`src/rtl/alu_seq.sv`:
```
// Multi-word ADD/SUB/AND/OR sequencer driving one shared N-bit ALU, LS word first.
// Optional: define ALU_SEQ_SIGNED_EN to build signed-overflow detection on ovf_flag.
module alu_seq #(
  parameter int unsigned N      = 8,
  parameter int unsigned WORDS  = 4,
  parameter int unsigned AC_N   = 3,
  parameter int unsigned CS_AD  = 0,
  parameter int unsigned CS_SB  = 1,
  parameter int unsigned CS_ADX = 2,
  parameter int unsigned CS_SBX = 3,
  parameter int unsigned CS_AN  = 4,
  parameter int unsigned CS_OR  = 5
) (
  input  logic                 clk,
  input  logic                 rst,
  input  logic                 start,
  input  logic [1:0]           op,
  input  logic [WORDS*N-1:0]   a_in,
  input  logic [WORDS*N-1:0]   b_in,
  output logic                 busy,
  output logic                 done,
  output logic [WORDS*N-1:0]   result,
  output logic                 carry_flag,
  output logic                 zero_flag,
  output logic                 ovf_flag,
  output logic [AC_N-1:0]      alu_cs,
  output logic [N-1:0]         alu_a,
  output logic [N-1:0]         alu_b,
  output logic                 alu_cin,
  input  logic [N-1:0]         alu_s,
  input  logic                 alu_zero,
  input  logic                 alu_cout
);

  localparam int unsigned W    = WORDS * N;
  localparam int unsigned IdxW = (WORDS > 1) ? $clog2(WORDS) : 1;

  localparam logic [1:0] OpAdd = 2'b00;
  localparam logic [1:0] OpSub = 2'b01;
  localparam logic [1:0] OpAnd = 2'b10;
  localparam logic [1:0] OpOr  = 2'b11;

  typedef enum logic [1:0] {StIdle, StRun, StDone} state_e;

  state_e          state_q, state_d;
  logic [W-1:0]    a_q, a_d, b_q, b_d, result_q, result_d;
  logic [1:0]      op_q, op_d;
  logic [IdxW-1:0] idx_q, idx_d;
  logic            c_q, c_d, zacc_q, zacc_d, carry_q, carry_d, zero_q, zero_d;
  logic            last_word, arith;
  logic [31:0]     base;

  assign base      = 32'(idx_q) * N;
  assign last_word = (idx_q == IdxW'(WORDS - 1));
  assign arith     = (op_q == OpAdd) || (op_q == OpSub);

  always_comb begin
    alu_cs  = AC_N'(CS_ADX);
    alu_a   = a_q[N-1:0];
    alu_b   = b_q[N-1:0];
    alu_cin = 1'b0;
    if (state_q == StRun) begin
      alu_a   = a_q[base +: N];
      alu_b   = b_q[base +: N];
      alu_cin = c_q;
      // First word ignores the chained carry; later words consume it.
      unique case (op_q)
        OpAdd: alu_cs = (idx_q == '0) ? AC_N'(CS_ADX) : AC_N'(CS_AD);
        OpSub: alu_cs = (idx_q == '0) ? AC_N'(CS_SBX) : AC_N'(CS_SB);
        OpAnd: alu_cs = AC_N'(CS_AN);
        OpOr:  alu_cs = AC_N'(CS_OR);
      endcase
    end
  end

`ifdef ALU_SEQ_SIGNED_EN
  logic ovf_q, ovf_d;
  logic sa, sb, ss;
  assign sa = a_q[W-1];
  assign sb = b_q[W-1];
  assign ss = alu_s[N-1];
`endif

  always_comb begin
    state_d  = state_q;
    a_d      = a_q;
    b_d      = b_q;
    op_d     = op_q;
    idx_d    = idx_q;
    c_d      = c_q;
    zacc_d   = zacc_q;
    result_d = result_q;
    carry_d  = carry_q;
    zero_d   = zero_q;
`ifdef ALU_SEQ_SIGNED_EN
    ovf_d    = ovf_q;
`endif
    case (state_q)
      StIdle: begin
        if (start) begin
          a_d     = a_in;
          b_d     = b_in;
          op_d    = op;
          idx_d   = '0;
          c_d     = 1'b0;
          zacc_d  = 1'b1;
          state_d = StRun;
        end
      end
      StRun: begin
        result_d[base +: N] = alu_s;
        zacc_d = zacc_q & alu_zero;
        idx_d  = idx_q + 1'b1;
        // Subtract codes report borrow; the next word wants "no borrow" as carry-in.
        unique case (op_q)
          OpAdd:   c_d = alu_cout;
          OpSub:   c_d = ~alu_cout;
          default: c_d = 1'b0;
        endcase
        if (last_word) begin
          carry_d = arith & alu_cout;
          zero_d  = zacc_q & alu_zero;
          idx_d   = '0;
          state_d = StDone;
`ifdef ALU_SEQ_SIGNED_EN
          unique case (op_q)
            OpAdd:   ovf_d = (sa == sb) && (ss != sa);
            OpSub:   ovf_d = (sa != sb) && (ss != sa);
            default: ovf_d = 1'b0;
          endcase
`endif
        end
      end
      StDone:  state_d = StIdle;
      default: state_d = StIdle;
    endcase
  end

  always_ff @(posedge clk) begin
    if (rst) begin
      state_q  <= StIdle;
      a_q      <= '0;
      b_q      <= '0;
      op_q     <= '0;
      idx_q    <= '0;
      c_q      <= 1'b0;
      zacc_q   <= 1'b1;
      result_q <= '0;
      carry_q  <= 1'b0;
      zero_q   <= 1'b1;
`ifdef ALU_SEQ_SIGNED_EN
      ovf_q    <= 1'b0;
`endif
    end else begin
      state_q  <= state_d;
      a_q      <= a_d;
      b_q      <= b_d;
      op_q     <= op_d;
      idx_q    <= idx_d;
      c_q      <= c_d;
      zacc_q   <= zacc_d;
      result_q <= result_d;
      carry_q  <= carry_d;
      zero_q   <= zero_d;
`ifdef ALU_SEQ_SIGNED_EN
      ovf_q    <= ovf_d;
`endif
    end
  end

  assign busy       = (state_q != StIdle);
  assign done       = (state_q == StDone);
  assign result     = result_q;
  assign carry_flag = carry_q;
  assign zero_flag  = zero_q;
`ifdef ALU_SEQ_SIGNED_EN
  assign ovf_flag   = ovf_q;
`else
  assign ovf_flag   = 1'b0;
`endif

endmodule

```
`config.mk`:
```
export PLATFORM = sky130hd
export DESIGN_NAME = alu_seq
export DESIGN_NICKNAME = d
export VERILOG_FILES = /design/src/rtl/alu_seq.sv
export SDC_FILE = /design/constraint.sdc
export NUM_CORES = 1
export LEC_CHECK = 0
export CAP_MARGIN = 20
export CORE_ASPECT_RATIO = 0.5
export CORE_MARGIN = 10
export CORE_UTILIZATION = 50
export DETAILED_ROUTE_END_ITERATION = 10
export GPL_TIMING_DRIVEN = 0
export PLACE_DENSITY = 0.91
export SYNTH_ARGS = -nofsm -noshare
export SYNTH_HDL_FRONTEND = slang
export SYNTH_SLANG_ARGS = --single-unit
```
`constraint.sdc`:
```
create_clock -name clk -period 3.62 [get_ports clk]
set_input_delay 0.724 -clock clk [delete_from_list [all_inputs] [get_ports clk]]
set_output_delay 0.724 -clock clk [all_outputs]
set_load 0.02 [all_outputs]
```
==> metrics.md, run 1 <==
| Metric | Value |
|---|---|
| Post-route antenna net violation count | 0 |
| Layout Area Growth over Synthesis | 40.9% |
| Crit path max fanout | 8 |
| Switching power total | 0.683 mW |
| Top_reg_cell synth | dfxtp_1 |
| CTS hold repair buffers | 0 |
| Ant. Diodes | 0 |
| Fin crit period | 3.24 ns |
| Sw Share | 25.5% |
| Most common cell in the netlist | nand2_1 |
| Yosys Warn Count | 0 |
| Worst slew margin | 45.3% |
| Row cnt | 24 |
| RSZ-0062 raised after global routing | no |
| Synthesized instance count | 523 |
| Clock Latency Late Sink | between 0.3 and 0.4 ns |
| Cell area after synthesis | 4380 um2 |
| Io pins | 136 |
| Critical path class | reg -> out |
| FILL cells | 675 |
| Cts bufs inserted | 9 |
| Post-synth top area cell | dfxtp_1 |
| Setup Skew | 0.00364 ns |
| Largest net degree at the start of global routing | 17 |
| Internal power | 2.00 mW |
| Final Hold Viols | 0 |
| Maximum vdd drop | 0.266 mV |
| CTS max path bufs | 2 |
| DRT Pass-1 Iters | 5 |
| Hold Path Class | reg -> reg |
| MaxCap Viol Count | 0 |
| Core Footprint | 8620 um2 |
| Synth cell types | 39 |
| Via Count | roughly 4,400 |
| Clock-pin slew on the worst setup and hold paths | 0.07 ns |
| Worst setup SP type | flip-flop |
| Synth cell count leaders | nand2_1 (151), dfxtp_1 (106), a21oi_1 (96) |
| H-tree Lvls | 3 |
| Synth top area cells | dfxtp_1 (48%), nand2_1 (13%), a21oi_1 (11%) |
| Vias in the first global route | 4,314 |
| Worst-Margin Slew | approximately 0.81 ns |
| Total power | 2.68 mW |
| Chip height | roughly 86 um |
| Period utilisation layout | 89.6% |
| Die Width | 152 um |
| Gr usage total | 20.5% |
| Vias per inst | 5.56 |
| Antenna violations before repair | 0 |
| Reg power frac | 46.7% |
| Global-route wire length before repair | 22,100 um |
| Post-synth EDFFs | 0 |
| # setup viols final | 0 |
| Syn Area/Cell | 8.38 um2 |
| Final Wtd Congestion | 0.829 |
| Crit path cell chain | buf_2, inv_1, nor3_2, a221o_1, clkdlybuf4s50_1 |
| Remaining DRCs | 0 |
| Grt total ovfl | 0 |
| CTS tree | done |
| Fin cells | 789 |
| DIE AREA | 13,100 um2 |
| Post-CTS Resized | 0 |
| Postcts setup bufs | 0 |
| Routed Wire Length | 13,900 um |
| Post-Syn Nets | 608 |
| Placed instance count | 774 |
| Post-synthesis register bit count | 106 |
| CP max-delay cell | clkdlybuf4s50_1 |
| Crit. End Element | output pin |
| # clock sinks | 106 |
| Layout cells sized above 1 | under 10% |
| Comb power frac | roughly 16% |
| WL per Instance | around 18 um |
| Total negative slack | 0 ns |
| # nets final | 753 |
| Initial Util | 50.8% |
| Dpl hpwl | 10,400 um |
| Utilization after layout | 71.6% |
| Max frequency | 308 MHz |
| CP arrival | 2.52 ns |
| Port bufs | 134 |
| Final Max Tran Viols | 0 |
| Power per cell area | 434 nW/um2 |
| Clk network pwr share | 37.1% |
| Top-area cell type share of the netlist area | 48.4% |
| Status | finished clean |
| LEAKAGE | 2.28 nW |
| Iter 0 DRT Violations | 302 |
| Register area share after synthesis | 48.4% |
| FFs w/ async S/R, synth | 0% |
| Root Driver | clkbuf_16 |
| Required time worst endpoint | 2.90 ns |
| Critical path's largest stage delay | slightly above 0.6 ns |
==> cells by family after synthesis <==
family | count (synthesis) | share of synthesized area (%)
AOI/OAI and AO/OA | 141 | 19.0
xor gates and xnor gates | 1 | 0.200
adders and majority gates | 6 | 1.71
buffers and inverters | 44 | 5.40
DFF | 106 | 48.4
muxes | 16 | 3.88
other | 1 | 0.0856
and+or+nand+nor | 208 | 21.3
==> worst paths after layout <==
kind,startpoint,end,slack [ns],cells after the start
max,idx_q[0]$_SDFFE_PP0P_,alu_a[0],0.38,5
max reg2reg,idx_q[1]$_SDFFE_PP0P_,result[10]$_SDFFE_PP0P_,1.17,6
min reg2reg,b_q[23]$_SDFFE_PP0P_,b_q[23]$_SDFFE_PP0P_,0.46,2
min,b_q[23]$_SDFFE_PP0P_,b_q[23]$_SDFFE_PP0P_,0.46,2
==> cell type report <==
type,count,area [um2],share of cell area (%)
Buffer,41,225,3.65
Clock buffer,11,253,4.09
Clock inverter,4,51.3,0.831
Inverter,3,11.3,0.182
Multi-Input combinational cell,373,2020,32.8
Sequential cell,106,2120,34.4
Tap cell,117,146,2.37
Timing Repair Buffer,134,1340,21.7
==> critical path: cells and delay by family, from the launching register on <==
kind | cells | cell delay [ns]
buf+inv | 3 | 0.93
flops | 1 | 0.39
simple gates | 1 | 0.54
compound gates | 1 | 0.30
==> per-layer routing <==
| layer | vias to the layer above | GRT usage, % | routed length [um] |
|---|---|---|---|
| li1 | 2086 | - | - |
| met5 | - | 0 | 0 |
| met4 | 0 | 8.86 | 435 |
| met1 | 2069 | 24.1 | 5680 |
| met2 | 196 | 34.6 | 6610 |
| met3 | 37 | 5.93 | 1150 |
==> per-stage QoR <==
step	cell area, um2	hold slack (ns)	setup slack (ns)
floorplan	4380	0.431	1.55
global placement	5870	0.438	0.866
detailed placement	5870	0.447	0.803
CTS	6170	0.457	0.411
global route	6170	0.475	0.245
finish	6170	0.457	0.378
==> layout by cell type (no fill, tap or decap), types with 5 or more instances in the layout <==
cell             count
nor2_1              10
buf_4                5
nand3_1             11
clkbuf_16            9
nand2_1            151
a221o_1              8
nand3b_1             5
o22ai_1             17
clkdlybuf4s50_1    134
ha_1                 6
mux2i_1              8
clkbuf_1            12
nand4_1              8
mux2_2               8
dfxtp_1            106
a21oi_1             96
buf_2               18
a22o_1              16
==> state kept, by name, summed over array words and instances, names as in the netlist <==
| signal | count |
|---|---|
| result | 32 |
| op_q | 2 |
| a_q | 32 |
| b_q | 32 |
| zero_flag | 1 |
| idx_q | 2 |
| c_q | 1 |
| state_q | 2 |
| zacc_q | 1 |
| carry_flag | 1 |
==> power groups by stage <==
stage	logic (mW)	clock network (mW)	registers [mW]
detailed placement	0.424	0	1.28
finish	0.433	0.996	1.25
CTS	0.429	1.00	1.25
global placement	0.415	0	1.27
floorplan	0.229	0	1.27
global route	0.469	1.06	1.26
Note: power is estimated with default switching activity, not from simulation.
==> run 2: changes to the inputs <==
- REMOVE_ABC_BUFFERS: not set -> 1
==> metrics.md, run 2 (same netlist as run 1, synthesis figures left out) <==
| Metric | Value |
|---|---|
| Status | finished clean |
| Root Driver | clkbuf_16 |
| Max frequency | a little under 300 MHz |
| Crit path cell chain | nand3b_1, o22ai_1, a21oi_1, clkdlybuf4s50_1 |
| Antenna violations before repair | 0 |
| Final Hold Viols | 0 |
| Maximum vdd drop | 0.288 mV |
| # clock sinks | 106 |
| Final hold slack | between 0.4 and 0.5 ns |
| LEAKAGE | roughly 2.2 nW |
| # setup viols final | 0 |
| Post-route antenna net violation count | 0 |
| Global-route wire length before repair | 19,900 um |
| CP endpoint | alu_b[0] |
| Setup Skew | 0.00711 ns |
| Dpl cell area | around 5700 um2 |
| Worst slew margin | 31.5% |
| Required time worst endpoint | 2.90 ns |
| CP arrival | 2.64 ns |
| Chip height | 86.2 um |
| Fin crit period | 3.36 ns |
| Total power | 2.65 mW |
| Die Width | 152 um |
| Vias in the first global route | 3,902 |
| WL per Instance | 16.7 um |
| Dpl hpwl | 8860 um |
| Initial Util | slightly above 50% |
| CP max-delay cell | nand3b_1 |
| Power per cell area | approximately 440 nW/um2 |
| Ant. Diodes | 0 |
| CTS hold repair buffers | 0 |
| Row cnt | 24 |
| Cts bufs inserted | 9 |
| Design area | 6050 um2 |
| Via Count | 4,045 |
| Clock-pin slew on the worst setup and hold paths | 0.07 ns |
| Hold depth | 2 |
| Routed Wire Length | 12,600 um |
| Final Max Tran Viols | 0 |
| Crit path max fanout | 16 |
| CTS max path bufs | 2 |
| Critical path class | reg -> out |
| Vias per inst | 5.37 |
| Largest net degree at the start of global routing | 94 |
| Period utilisation layout | 92.9% |
| Worst Setup SP | state_q[1]$_SDFFE_PP0P_ |
| Reg-to-Reg End | result[22]$_SDFFE_PP0P_ |
| Commonest non-fill, non-tap cell in the layout | nand2_1 |
| DRT Pass-1 Iters | 4 |
| Crit. End Element | output pin |
| RSZ-0062 raised after global routing | no |
| # nets final | 716 |
| Iter 0 DRT Violations | 332 |
| Worst-Margin Slew | about 1 ns |
| FILL cells | 656 |
| Core Footprint | 8620 um2 |
| Layout cells sized above 1 | ~6.1% |
| H-tree Lvls | 3 |
| Clock Latency Late Sink | 0.34 ns |
| R2R Setup Slk | 1.09 ns |
| DIE AREA | approximately 13,000 um2 |
| Layout Area Growth over Synthesis | 38.2% |
| CTS tree | done |
| Gr usage total | a little under a fifth |
| Worst setup SP type | flip-flop |
| Worst r2r path cells | 5 |
| R2R Path Start | idx_q[1]$_SDFFE_PP0P_ |
| Hold Path Class | reg -> reg |
| Critical path's largest stage delay | 0.67 ns |
| Port bufs | 134 |
| Remaining DRCs | 0 |
| Highest-count cells in the layout ignoring fill and taps | nand2_1 (151), clkdlybuf4s50_1 (133), dfxtp_1 (104) |
| Grt total ovfl | 0 |
| MaxCap Viol Count | 0 |
| Final Wtd Congestion | 0.742 |
| Io pins | roughly 140 |
[run 2: cell types whose count changed in the layout (fill, tap and decap cells not counted), sizes merged]
cell | previous run | this run
inv | 2 | 3
clkdlybuf4s50 | 134 | 133
clkinvlp | 1 | 3
buf | 29 | 5
clkbuf | 23 | 9
[run 2: stage by stage]
step                      TNS, ns  utilization, %  setup slack, ns  std cells
after floorplan                 0               -            0.574        482
after global placement     -82.23            65.5            -1.02        733
after detailed placement        0            66.6            0.195        737
after CTS                       0            70.2           0.0444        753
after global routing            0            70.3            0.112        753
final                           0            70.3            0.255        753
[run 2: layer usage]
metal / track usage [%] / part of all wire, % / vias to the layer above
met2: 33.3 / 53 / 129
li1: - / - / 2023
met5: 0 / 0 / -
met1: 21.1 / 41 / 1880
met3: 4.25 / 5.2 / 13
met4: 4.87 / 1.1 / 0
[run 2: layout make-up]
cell class,instances,area (um2),area share [%]
Inverter,3,11.3,0.186
Multi-Input combinational cell,373,2040,33.6
Clock buffer,9,225,3.72
Sequential cell,106,2130,35.1
Clock inverter,7,78.8,1.30
Tap cell,117,146,2.42
Timing Repair Buffer,138,1430,23.6
[run 2: worst min-delay path by stage]
stage	endpoint	from	slack, ns
3_3_place_gp	b_q[8]$_SDFFE_PP0P_	b_q[8]$_SDFFE_PP0P_	0.44
2_1_floorplan	b_q[8]$_SDFFE_PP0P_	b_q[8]$_SDFFE_PP0P_	0.43
6_report	result[27]$_SDFFE_PP0P_	result[27]$_SDFFE_PP0P_	0.45
5_1_grt	carry_flag$_SDFFE_PP0P_	carry_flag$_SDFFE_PP0P_	0.47
4_1_cts	result[27]$_SDFFE_PP0P_	result[27]$_SDFFE_PP0P_	0.45
3_5_place_dp	result[27]$_SDFFE_PP0P_	result[27]$_SDFFE_PP0P_	0.44
[run 2: power breakdown]
group / leakage (nW) / internal [mW] / switching (mW) / total (mW)
Clock: 0.138 / 0.541 / 0.444 / 0.985
Sequential: 0.867 / 1.22 / 0.0447 / 1.26
Combinational: 1.17 / 0.202 / 0.197 / 0.399
[run 2: worst max-delay path: cells and delay by family (launching register included)]
family | cells | cell delay (ns)
AND/OR/NAND/NOR | 1 | 0.67
buffers and inverters | 1 | 0.64
flip-flops | 1 | 0.61
AO/OA/AOI/OAI | 2 | 0.38
[run 2: timing repair]
| item | in CTS | in global routing |
|---|---|---|
| buffers inserted | 0 | 0 |
| endpoints found under the setup margin | 8 | 8 |
| gates resized for setup | 1 | 2 |
| endpoints found under the hold margin | 0 | 0 |
==> run 3: changes to the inputs <==
- CORE_ASPECT_RATIO: 0.5 -> 0.75
- clock period: 3.62 -> 4.2 ns (I/O delays scaled with it)
==> metrics.md, run 3 (same netlist as run 1, synthesis figures left out) <==
| Metric | Value |
|---|---|
| Iter 0 DRT Violations | 405 |
| Gr usage total | between 10% and 20% |
| Highest-count cells in the layout ignoring fill and taps | nand2_1 (151), clkdlybuf4s50_1 (133), dfxtp_1 (105) |
| Hold Path Class | reg -> reg |
| Dpl hpwl | 9180 um |
| Critical path's largest stage delay | 0.92 ns |
| WL per Instance | 16.9 um |
| Vias in the first global route | 3,888 |
| Commonest non-fill, non-tap cell in the layout | nand2_1 |
| Final Max Tran Viols | 0 |
| Global-route wire length before repair | 19,600 um |
| Clock-pin slew on the worst setup and hold paths | 0.07 ns |
| Largest net degree at the start of global routing | 94 |
| Post-route antenna net violation count | 0 |
| Routed Wire Length | 12,500 um |
| Postcts setup bufs | 0 |
| Total negative slack | 0 ns |
| Utilization after layout | 70.6% |
| Crit path cell chain | inv_1, nor3_2, a221o_1, clkdlybuf4s50_1 |
| Dpl cell area | roughly 5700 um2 |
| H-tree Lvls | 3 |
| LEAKAGE | 2.16 nW |
| Row cnt | 29 |
| # setup viols final | 0 |
| FILL cells | 698 |
| # clock sinks | roughly 110 |
| Layout cells sized above 1 | 5.51% |
| GR Layer Usage met3 | 4.63% |
| MaxCap Viol Count | 0 |
| Maximum vdd drop | 0.241 mV |
| Layout Area Growth over Synthesis | 36.8% |
| Chip height | roughly 100 um |
| Critical path class | reg -> out |
| # nets final | 715 |
| Worst-Margin Slew | 0.981 ns |
| DIE AREA | approximately 13,000 um2 |
| Io pins | 136 |
| Status | finished clean |
| Final Hold Viols | 0 |
| Via Count | 4,085 |
| Met2 Use GR | 31.8% |
| Port bufs | about 130 |
| Design area | 5990 um2 |
| Crit. End Element | output pin |
| Grt total ovfl | 0 |
| Power per cell area | 367 nW/um2 |
| Remaining DRCs | 0 |
| Clock Latency Late Sink | 0.33 ns |
| RSZ-0062 raised after global routing | no |
| DRT Pass-1 Iters | 5 |
| Fin crit period | a little under 4 ns |
| Worst slew margin | 34.5% |
| Initial Util | 51.6% |
| Max frequency | 258 MHz |
| Setup slack at placement | 0.351 ns |
| CP arrival | around 3 ns |
| Antenna violations before repair | 0 |
| Period utilisation layout | roughly 92% |
| Busiest grt layer | met2 |
| CTS tree | done |
| Required time worst endpoint | 3.36 ns |
| Ant. Diodes | 0 |
| CTS max path bufs | 2 |
| GR Layer Usage met1 | 22.2% |
| Vias per inst | 5.50 |
| CP max-delay cell | dfxtp_2 |
| Setup Skew | about 0.0082 ns |
| Core Footprint | around 8500 um2 |
| Worst setup SP type | flip-flop |
| Crit path max fanout | 37 |
| Die Width | 128 um |
| Root Driver | clkbuf_16 |
| Final Wtd Congestion | 0.855 |
| Final worst setup slack | between 0.3 and 0.4 ns |
| Cts bufs inserted | 9 |
-- run 3: layout make-up --
class	count	area [um2]	area share, %
Clock buffer	11	233	3.88
Clock inverter	5	38.8	0.647
Inverter	3	11.3	0.188
Multi-Input combinational cell	373	2040	34.0
Sequential cell	106	2120	35.4
Tap cell	108	135	2.26
Timing Repair Buffer	137	1410	23.6
-- run 3: report_power, final --
| group | switching (mW) | leakage [nW] | internal (mW) |
|---|---|---|---|
| clock | 0.363 | 0.131 | 0.407 |
| combinational | 0.170 | 1.16 | 0.173 |
| sequential | 0.0377 | 0.866 | 1.05 |
-- run 3: stage by stage --
stage,power [mW],std cells,hold WS [ns]
2_1_floorplan,1.27,482,0.425
3_3_place_gp,1.43,724,0.438
3_5_place_dp,1.45,727,0.446
4_1_cts,2.21,743,0.455
5_1_grt,2.29,743,0.465
6_report,2.20,743,0.453
-- run 3: worst max-delay path, delay by kind of cell, from the launching register on --
family / cells / cell delay [ns]
flip-flops: 1 / 0.92
AND/OR/NAND/NOR: 1 / 0.59
AO/OA/AOI/OAI: 1 / 0.29
buffers and inverters: 2 / 0.90
-- run 3: per-layer routing --
layer  routed length, um  up-vias
met5                   0        -
met4                  89        0
met3                 794        7
met2                6220      128
met1                5430     1930
li1                    -     2020
-- run 3: what timing repair did --
item                                   4_1_cts  5_1_grt
setup endpoints to repair                    6        0
hold buffers                                 0        0
endpoints found under the hold margin        0        0
resized for setup                            1        0
-- run 3: worst paths after layout --
kind | from | slack (ns) | to | cells past startpoint
worst max-delay path | idx_q[0]$_SDFFE_PP0P_ | 0.32 | alu_a[7] | 4
worst min-delay path | carry_flag$_SDFFE_PP0P_ | 0.45 | carry_flag$_SDFFE_PP0P_ | 2
worst max register to register | idx_q[0]$_SDFFE_PP0P_ | 1.35 | result[28]$_SDFFE_PP0P_ | 5
worst min register to register | carry_flag$_SDFFE_PP0P_ | 0.45 | carry_flag$_SDFFE_PP0P_ | 2
==> RTL edit: new RTL, settings of run 2 <==
Re-encode `state_e` (3 states) as one-hot, 3 bits wide.
--- a/src/rtl/alu_seq.sv
+++ b/src/rtl/alu_seq.sv
@@ -42,3 +42,3 @@
 
-  typedef enum logic [1:0] {StIdle, StRun, StDone} state_e;
+  typedef enum logic [2:0] {StIdle = 3'b001, StRun = 3'b010, StDone = 3'b100} state_e;
 
Behaviour: no difference found for any inputs over 10 cycles, from zero or initial values and one cycle with rst high; not proved beyond that.
==> RTL edit against run 2 <==
Area after synthesis is 4.1% higher; sequential share of layout area is 1.1 points lower; first-iteration DRC count is 2.1% lower; design area is 4.2% higher; total power is 0.51% lower; worst setup slack worse by 0.10 ns; fmax is 2.9% lower; sequential cell count is 1 higher; global-route usage is 0.80 points higher; routed wire length is 7.3% higher; cell count is 3.1% higher; core utilization is 1.5 points higher; largest power group unchanged.
==> RTL edit: results (changes against run 2) <==
- Status: complete, no violations
- Number of CTS-inserted buffers: 9 (unchanged)
- Top post-synthesis cells by area: dfxtp_1 (47%), nand2_1 (12%), a21oi_1 (8.4%)
- Worst-path maximum fanout: 20 (+4)
- Critical-path top delay cell: or3b_2
- DP HPWL: 9100 µm (+2.6%)
- P_leak: 0.00223 µW (+2.8%)
- Drt initial violations: 325 (-2.1%)
- Via Count: 4264 (+5.4%)
- Hold slack final: 0.456 ns (+0.00415 ns)
- Arrival @ worst endpoint: 2.74 ns (+0.10 ns)
- Fillers: 653 (-0.46%)
- Capturing point of the worst reg2reg path: result[12]
- YS warnings: 0 (unchanged)
- First-pass GRT wire length: 21300 µm (+6.7%)
- Worst hold start: b_q[9]
- Setup WS pre-CTS: 0.0907 ns (-0.105 ns)
- Fin nets: 739 (+3.2%)
- Peak VDD IR: 0.288 mV (-0.13%)
- Latest clock arrival within the worst-skew pair: 0.34 ns (about the same)
- Pin count of the biggest net entering global routing: 84 (-11%)
- Worst hold endpoint: b_q[9]
- Placed cells: 758 (+2.8%)
- Core ar.: 8800 µm² (+2.1%)
- RePlAce Congestion: 0.748 (+0.86%)
- Seq/Total Area, Yosys: 47.0% (-1.5 points)
- Vias in the first global route: 4224 (+8.3%)
- Wire length per cell: 17.4 µm (+4.1%)
- Netlist cell types: 41 (+5.1%)
- Worst-margin pin slew: 1.04 ns (+0.0152 ns)
- Largest stage delay on the critical path: 0.74 ns (+0.07 ns)
- Worst clock skew: 0.00524 ns (-0.00187 ns)
- Layout cells sized above 1: 6.22% (+0.089 points)
- Post-synth top cells: nand2_1 (144), dfxtp_1 (107), a21oi_1 (77), inv_1 (37), o32ai_1 (32)
- GRT Resource Usage Total: 18.9% (+0.80 points)
- Synth Area per Inst: 8.39 µm² (+0.12%)
## RTL edit: changes by cell type in the layout (fill, tap and decap cells not counted), sizes merged, moves of 8 or more
| cell | delta |
|---|---|
| o22ai | -16 |
| nand3 | -9 |
| o32ai | +32 |
| a21o | +8 |
| a32oi | +8 |
| o211ai | +8 |
| a221o | -8 |
| mux2i | +8 |
| inv | +38 |
| a21oi | -19 |
| mux2 | -8 |
| a22o | -15 |
## RTL edit: power groups by stage
stage / sequential (µW) / combinational (µW) / clock (µW)
finish: 1270 / 362 / 1010
global route: 1270 / 390 / 1070
CTS: 1270 / 362 / 1020
detailed placement: 1290 / 356 / 0
global placement: 1290 / 343 / 0
floorplan: 1280 / 164 / 0
## RTL edit: final cells by class
type,count,area [µm²],area share (%)
Clock inverter,7,81.3,1.29
Clock buffer,9,225,3.57
Sequential cell,107,2150,34.0
Timing Repair Buffer,144,1460,23.2
Tap cell,117,146,2.32
Inverter,37,139,2.20
Multi-Input combinational cell,355,2110,33.4
## RTL edit: critical path, delay by kind of cell (launching register included)
kind,cells,cell delay [ns]
buffers and inverters,1,0.62
AND/OR/NAND/NOR,1,0.74
AO/OA/AOI/OAI,2,0.48
flip-flops,1,0.55
## RTL edit: repair_timing
| item | 4_1_cts | 5_1_grt |
|---|---|---|
| gates resized for setup | 3 | 2 |
| setup buffers | 2 | 0 |
| pin swaps | 0 | 0 |
| hold endpoints to repair | 0 | 0 |
| endpoints found under the setup margin | 16 | 1 |
## RTL edit: cells by family (layout without fill, tap and decap cells)
family,Yosys count,in the layout,synth area share (%)
other,1,1,0.0822
multiplexers,16,16,3.51
adder cells (fa/ha/maj),6,6,1.65
AO/OA/AOI/OAI,147,147,21.0
buffers and inverters,82,197,8.17
flip-flops,107,107,47.0
AND/OR/NAND/NOR,184,184,18.5
XOR/XNOR,1,1,0.192
## RTL edit: worst max path at each step
stage	endpoint	start	slack, ns	cells past startpoint
after floorplan	zacc_q	start	-2.42	3
after global routing	alu_b[7]	idx_q[0]	0.01	4
after global placement	idx_q[0]	start	-5.33	4
after CTS	alu_a[2]	state_q[1]	0.09	4
after detailed placement	alu_a[0]	state_q[1]	0.09	4
final	alu_a[2]	state_q[1]	0.16	4
## RTL edit: metal layers
metal / vias to the layer above / global-route usage (%) / share of wire [%]
met4: 0 / 6.65 / 1.9
met5: - / 0 / 0
met3: 23 / 4.99 / 5.6
li1: 2095 / - / -
met1: 2024 / 21.5 / 41
met2: 122 / 34.3 / 52
## RTL edit: through the flow
stage               cell area, µm²  total power [µW]
global route                  6310              2730
finish                        6310              2630
floorplan                     4330              1450
global placement              5820              1630
detailed placement            5970              1650
CTS                           6310              2650
